===== config.mk =====
export PLATFORM = sky130hd
export DESIGN_NAME = shift_queue_pop
export DESIGN_NICKNAME = d
export VERILOG_FILES = /design/src/rtl/shift_queue_pkg.sv /design/src/rtl/queue_entry.sv /design/src/rtl/shift_queue_pop.sv
export SDC_FILE = /design/constraint.sdc
export NUM_CORES = 1
export LEC_CHECK = 0
export ABC_AREA = 1
export BUFFER_PORTS_ARGS = -buffer_cell sky130_fd_sc_hd__buf_2
export CELL_PAD_IN_SITES_DETAIL_PLACEMENT = 1
export CELL_PAD_IN_SITES_GLOBAL_PLACEMENT = 1
export CORE_MARGIN = 2
export CORE_UTILIZATION = 41
export DETAILED_ROUTE_END_ITERATION = 12
export GPL_ROUTABILITY_DRIVEN = 1
export GPL_TIMING_DRIVEN = 0
export PLACE_DENSITY_LB_ADDON = 0.1
export SLEW_MARGIN = 5
export SYNTH_ARGS = -nofsm -noshare
export SYNTH_HDL_FRONTEND = slang
export SYNTH_SLANG_ARGS = --single-unit

===== constraint.sdc =====
create_clock -name clk -period 2.41 [get_ports clk]
set_input_delay 0.3615 -clock clk [delete_from_list [all_inputs] [get_ports clk]]
set_output_delay 0.3615 -clock clk [all_outputs]
set_load 0.02 [all_outputs]

===== src/rtl/shift_queue_pkg.sv =====
// shift_queue_pkg: entry-select encodings and default sizing for the shift queue.
package shift_queue_pkg;
   typedef enum logic [1:0] {
      SEL_HOLD  = 2'b00,
      SEL_SHIFT = 2'b01,
      SEL_LOAD  = 2'b10
   } sel_e;
   localparam int W_DEFAULT     = 16;
   localparam int DEPTH_DEFAULT = 4;
endpackage


===== src/rtl/queue_entry.sv =====
// queue_entry: one queue register with a hold/shift/load next-value select.
module queue_entry
   import shift_queue_pkg::*;
#(
   parameter int W = W_DEFAULT
) (
   input  logic         clk,
   input  logic         reset,
   input  sel_e         sel,
   input  logic [W-1:0] shift_data,
   input  logic [W-1:0] load_data,
   output logic [W-1:0] q
);
   always_ff @(posedge clk)
      if (reset) q <= '0;
      else q <= sel == SEL_LOAD ? load_data : sel == SEL_SHIFT ? shift_data : q;
endmodule


===== src/rtl/shift_queue_pop.sv =====
// shift_queue_pop: shift-register queue whose head is always entry 0.
module shift_queue_pop
   import shift_queue_pkg::*;
#(
   parameter int W     = W_DEFAULT,
   parameter int DEPTH = DEPTH_DEFAULT,
   localparam int CW   = $clog2(DEPTH + 1)
) (
   input  logic          clk,
   input  logic          reset,
   input  logic          push_p,
   input  logic [W-1:0]  push_data_p,
   output logic          full_p,
   output logic          pop_valid,
   input  logic          pop_ready,
   output logic [W-1:0]  pop_data,
   output logic [CW-1:0] count,
   output logic          overflow_p
);
   logic [W-1:0]  ent [DEPTH];
   sel_e          sel [DEPTH];
   logic          fire, accept;
   logic [CW-1:0] load_idx;
   assign full_p    = count == CW'(DEPTH);
   assign pop_valid = count != '0;
   assign pop_data  = ent[0];
   assign fire      = pop_valid & pop_ready;
   assign accept    = push_p & (~full_p | fire);
   // A simultaneous pop moves the tail down one slot, so the new item lands one lower.
   assign load_idx  = fire ? count - CW'(1) : count;
   for (genvar i = 0; i < DEPTH; i++) begin : g_ent
      logic [W-1:0] nxt;
      if (i == DEPTH - 1) begin : g_last
         assign nxt = ent[i];
      end else begin : g_mid
         assign nxt = ent[i+1];
      end
      assign sel[i] = accept && load_idx == CW'(i) ? SEL_LOAD : fire ? SEL_SHIFT : SEL_HOLD;
      queue_entry #(.W(W)) u_entry (
         .clk        (clk),
         .reset      (reset),
         .sel        (sel[i]),
         .shift_data (nxt),
         .load_data  (push_data_p),
         .q          (ent[i])
      );
   end
   always_ff @(posedge clk)
      if (reset) begin
         count      <= '0;
         overflow_p <= 1'b0;
      end else begin
         count      <= accept && !fire ? count + CW'(1) : fire && !accept ? count - CW'(1) : count;
         overflow_p <= push_p & full_p & ~fire;
      end
endmodule


**Word level (Yosys, flattened, before mapping)**

Index checks and enable logic that the tools add are counted.

- Input port bits: 20
- Logic and storage cells: 54
- Flip-flop bits (word level): 68
- Output and inout bits: 22

- Eq/ne operators: 11
- Multiplexer cells: 14
- Add/sub/neg operators: 2
- Bitwise operators: 7
- Reduce and logical (&&, ||, !) cells: 14

Operators with widths:

| kind | count |
|---|---|
| 16-bit 2-to-1 mux | 6 |
| 3-bit 2-to-1 mux | 3 |
| 2-bit equality test, second input constant | 4 |
| 2-bit 2-to-1 mux | 4 |
| 2-bit nonzero test | 4 |
| 2-bit by 1-bit equality test with 1-bit output, second input constant | 3 |
| 3-bit by 2-bit equality test with 1-bit output, second input constant | 2 |
| 1-bit logical AND | 6 |
| 1-bit AND | 4 |
| 3-bit by 1-bit adder with 3-bit output, second input constant | 1 |
| 3-bit by 1-bit equality test with 1-bit output, second input constant | 1 |
| 3-bit equality test, second input constant | 1 |
| 3-bit logical NOT | 1 |
| 3-bit nonzero test | 1 |
| 3-bit by 1-bit subtractor with 3-bit output, second input constant | 1 |
| 1-bit logical NOT | 2 |
| 1-bit NOT | 2 |
| 1-bit 2-to-1 mux | 1 |
| 1-bit bitwise OR | 1 |

**Depth between registers and ports, before layout**

- Word-level depth: 9
- Mapped depth: 13
- Depth with buffers taken out: 12

**Modules after synthesis**

A second synthesis with hierarchy kept.

- Cells, all modules: 622
- Area total of the unflattened synthesis: 3768.6 sq um

By module, submodules not included:

| module | cells an instance | area an instance (sq um) | sequential area each (sq um) | instances |
|---|---|---|---|---|
| queue_entry | 139 | 833.3 | 320.3 | 4 |
| shift_queue_pop | 66 | 435.4 | 80.1 | 1 |

**Worst setup path before layout**

OpenSTA, ideal clock, no wires.

- Path kind: register to register
- From: register count[0]
- To: register count[2]
- Library setup time: 0.095 ns
- Clock period less this slack: 2.152 ns
- Data required time: 2.315 ns
- Path buffers: 0
- Data arrival time: 2.057 ns
- Setup slack: 0.258 ns
- Cell stages (with the launch flop): 12
- Path through: dfxtp_1 > inv_1 > ha_1 > nand2_1 > inv_1 > nand2_1 > nand2_2 > inv_1 > ha_1 > inv_1 > o21ai_0 > a221oi_1

- Cells in the longest elaborated chain, start to end: 7
- Elaborated cells between the ends (all ways): 15
- Those cells by class: add/sub (2); eq/ne (1); mux (2); bitwise (4); reduce/logical (6)

RTL lines:

| item | line | RTL |
|---|---|---|
| from (decl) | shift_queue_pop.sv:17 | `output logic [CW-1:0] count,` |
| from (signal assigned) | shift_queue_pop.sv:53 | `count <= accept && !fire ? count + CW'(1) : fire && !accept ? count - CW'(1) : count;` |
| 3-bit equality test (*) | shift_queue_pop.sv:24 | `assign full_p = count == CW'(DEPTH);` |
| net full_p | shift_queue_pop.sv:13 | `output logic full_p,` |
| 1-bit NOT (*) | shift_queue_pop.sv:28 | `assign accept = push_p & (~full_p \| fire);` |
| 1-bit bitwise OR (*) | shift_queue_pop.sv:28 |  |
| 1-bit AND (*) | shift_queue_pop.sv:28 |  |
| 1-bit logical NOT | shift_queue_pop.sv:53 |  |
| 1-bit logical AND | shift_queue_pop.sv:53 |  |
| 2-bit nonzero test (no line) | - |  |

Mark *: on every way through the listed nets, which the timed path passes. The rest lies on a longest branch. The select of a mux whose other input is x is not followed.
A chain may end at the register's enable or synchronous reset.

**Final worst setup path**

- From: register count[0]
- To: register count[2]

- Cells in the longest elaborated chain, start to end: 7
- Elaborated cells between the ends (all ways): 15
- Those cells by class: add/sub (2); eq/ne (1); mux (2); bitwise (4); reduce/logical (6)

RTL lines:

| item | line |
|---|---|
| 3-bit nonzero test / 3-bit equality test (equally long branches) | shift_queue_pop.sv:25, shift_queue_pop.sv:24 |
| 1-bit AND / 1-bit NOT (equally long branches) | shift_queue_pop.sv:27, shift_queue_pop.sv:28 |
| 1-bit bitwise OR | shift_queue_pop.sv:28 |
| 1-bit AND | shift_queue_pop.sv:28 |
| 1-bit logical NOT | shift_queue_pop.sv:53 |
| 1-bit logical AND | shift_queue_pop.sv:53 |
| 2-bit nonzero test (no line) | - |

Several ways; a longest one is shown, not always the timed one. The select of a mux whose other input is x is not followed.

==> flow_metrics.tcl <==
set metrics [dict create \
    end_kind "flip-flop" \
    finalInstanceArea_sq_um 4050 \
    gp_congestion 0.816 \
    diodes 0 \
    r2r-start "count[0]$_SDFFE_PP0P_" \
    wl_per_cell_microns 15.2 \
    grt_pass1_wl_microns 16800 \
    cp.required_ns 2.67 \
    seq_area_sq_um 1360 \
    critPathMaxFanout 5 \
    tightest_slew_ns 0.598 \
    clock_skew_ns 0.00617 \
    p_switching_mw 2.75 \
    vias_per_cell 5.17 \
    drv_cap 0 \
    initial_core_util 0.423 \
    clk_root_buffer_cell "clkbuf_8" \
    timing.reg2reg.setup_slack_ns 0.26 \
    drt-initial-drc-count 118 \
    ant_nets 0 \
    synth.area.top_cells "dfxtp_1 39%, nand2_1 17%, nand3_1 14%" \
    cts.path.max_buffers 2 \
    ys_warn_count 0 \
    synth_cell_types 25 \
    multi_input_area_sq_um 1820 \
    max-slew-margin-rel 0.602 \
    cts_tree "done" \
    leakage_nw 1.88 \
    yosys.area.top_type "dfxtp_1" \
    hp-class "input pin to flip-flop" \
    via_count 3491 \
    clkPwrFrac 0.166 \
    intPower_mw 3.07 \
    cellPowerDensity_nw_per_um2 1440 \
    critical_path_class "flip-flop to flip-flop" \
    grt_pass1_vias 3384 \
    synth.avg_cell_area_sq_um 6.83 \
    rows 33 \
    wl_microns 10200 \
    status "complete, no violations" \
    worstHoldStart "push_p" \
    cp_cell_sequence "inv_1, ha_2, nand2_1, inv_1, nand2_1, nand2_2, inv_1, ha_1, inv_1, o21ai_0, a221oi_1" \
    dp_hpwl_microns 8110 \
    min_period_ns 2.15 \
    seqPwrFrac 0.300 \
    fin_nets 589 \
    cts.sinks 68 \
    die_w_microns 96.4 \
    path_depth 11 \
    synthesis.area_sq_um 3500 \
    drc_errors 0 \
    ys_seq_area_frac 0.389 \
    post-synth-top-area-fraction 0.389 \
    pin_count 42 \
    fmax_mhz 464 \
    ys_ff_latch 68 \
    post-route-period-util 0.894 \
    hold_viol 0 \
    fill_cells 1125 \
    grt_max_degree 13 \
    reg2reg_to "count[2]$_SDFFE_PP0P_" \
    core_area_sq_um 8260 \
    irDropWorstVdd_uv 471 \
    cts_buffers 9 \
    swShare 0.473 \
    crit_buf_inv 4 \
    die_y_microns 96.4 \
    io_buffers 40 \
    slowest_delay_ns 0.34 \
    crit_slowest_cell "dfxtp_1" \
    first_pass_iters 4 \
    synthArstFlopShare 0 \
    cp-endpoint "count[2]$_SDFFE_PP0P_" \
    die-area_sq_um 9280 \
    slew_viol_final 0 \
    syn_to_final_growth_pct 15.7 \
    netlist_instances 512 \
    synth_edf_count 0 \
    rsz0062_at_grt "false" \
    worst_path_most_repeated_cell "inv_1" \
    clk_latency_ns 0.35 \
    cp-startpoint "count[0]$_SDFFE_PP0P_" \
    grt_overflow_total 0 \
    place_area_sq_um 3830 \
    synth_top_flop_cell "dfxtp_1" \
    setup-tns-final_ns 0 \
    holdBufCountCts 0 \
    drive_gt1_frac 0.175 \
    htreeDepth 3 \
    cp.arrival_ns 2.42 \
    path_clk_slew_ns 0.08 \
    startpoint_type "flip-flop" \
    worst_path_dominant_cell_family "adder cells" \
    syn_nets 536 \
    combPwrFrac 0.535 \
    setup_violations 0 \
    antenna_found_initial 0 \
    grt_usage 0.239 \
    reg2reg_depth 11 \
]
cell type report:
cell class | count | share of cell area
Buffer | 36 | 0.0522
Clock buffer | 10 | 0.0340
Clock inverter | 6 | 0.0158
Inverter | 28 | 0.0263
Multi-Input combinational cell | 380 | 0.450
Sequential cell | 68 | 0.336
Tap cell | 105 | 0.0325
Timing Repair Buffer | 42 | 0.0532
layer usage:
metal | track usage | part of all wire
met1 | 0.321 | 0.47
met2 | 0.390 | 0.46
met3 | 0.0337 | 0.055
met4 | 0.0845 | 0.017
met5 | 0 | 0
cell usage after synthesis, types with 7 or more instances:
| cell type | count |
|---|---|
| dfxtp_1 | 68 |
| a21oi_1 | 50 |
| buf_2 | 13 |
| o21ai_0 | 10 |
| inv_1 | 25 |
| buf_6 | 7 |
| clkbuf_1 | 12 |
| nand2_1 | 156 |
| nand3_1 | 98 |
| nor2_1 | 33 |
| o21ai_1 | 10 |
| nand2_4 | 7 |
sequential cells by signal, summed over array words and instances (netlist names):
signal,flops
overflow_p,1
count,3
g_ent.u_entry.q,64
layout by cell type (no fill, tap or decap), types with 7 or more instances in the layout:
| cell type | netlist | final |
|---|---|---|
| a21oi_1 | 50 | 50 |
| buf_2 | 13 | 53 |
| buf_6 | 7 | 7 |
| clkbuf_1 | 12 | 12 |
| clkbuf_8 | 0 | 10 |
| dfxtp_1 | 68 | 68 |
| inv_1 | 25 | 25 |
| nand2_1 | 156 | 156 |
| nand2_4 | 7 | 7 |
| nand3_1 | 98 | 98 |
| nor2_1 | 33 | 33 |
| o21ai_0 | 10 | 10 |
| o21ai_1 | 10 | 10 |
per-stage QoR:
| step | instances | hold slack (ns) | worst slack, ns | power, mW | utilization |
|---|---|---|---|---|---|
| finish | 675 | 0.249 | 0.255 | 5.83 | 0.490 |
| global route | 675 | 0.254 | 0.00273 | 6.31 | 0.490 |
| CTS | 673 | 0.246 | 0.152 | 5.83 | 0.488 |
| detailed placement | 657 | 0.469 | 0.166 | 4.85 | 0.464 |
| global placement | 657 | 0.464 | 0.200 | 4.74 | 0.464 |
| floorplan | 512 | 0.454 | 0.258 | 4.03 | - |
power by group through the flow:
stage	Combinational [mW]	Sequential (mW)	Clock (mW)
after global placement	2.99	1.75	0
final	3.11	1.75	0.966
after detailed placement	3.08	1.77	0
after floorplan	2.12	1.91	0
after global routing	3.48	1.80	1.03
after CTS	3.10	1.75	0.976
cell families (layout without fill, tap and decap cells):
group | Yosys count | after routing | synth area share
xor+xnor | 1 | 1 | 0.00250
compound gates | 73 | 73 | 0.110
buf+inv | 64 | 122 | 0.0909
simple gates | 302 | 302 | 0.393
flops | 68 | 68 | 0.389
fa+ha+maj | 4 | 4 | 0.0143
worst register-to-register path, stage by stage (launching register included):
cell and delay, ns:
dfxtp_1 0.34, inv_1 0.17, ha_2 0.26, nand2_1 0.07, inv_1 0.07, nand2_1 0.10
nand2_2 0.18, inv_1 0.07, ha_1 0.34, inv_1 0.10, o21ai_0 0.08, a221oi_1 0.28
timing repair:
| action | in CTS | in global routing |
|---|---|---|
| setup buffers | 0 | 2 |
| resized for setup | 0 | 1 |
| endpoints found under the setup margin | 0 | 23 |
worst min-delay path by stage:
stage                     slack [ns]                                  end  cells past startpoint
after floorplan                 0.45  g_ent[3].u_entry.q[10]$_SDFFE_PP0N_                      2
after global placement          0.46  g_ent[3].u_entry.q[14]$_SDFFE_PP0N_                      2
after detailed placement        0.47   g_ent[0].u_entry.q[3]$_SDFFE_PP0P_                      2
after CTS                       0.25                overflow_p$_SDFF_PP0_                      3
after global routing            0.25  g_ent[3].u_entry.q[12]$_SDFFE_PP0N_                      3
final                           0.25                overflow_p$_SDFF_PP0_                      3
No activity file was read; power rests on OpenSTA's default activity.
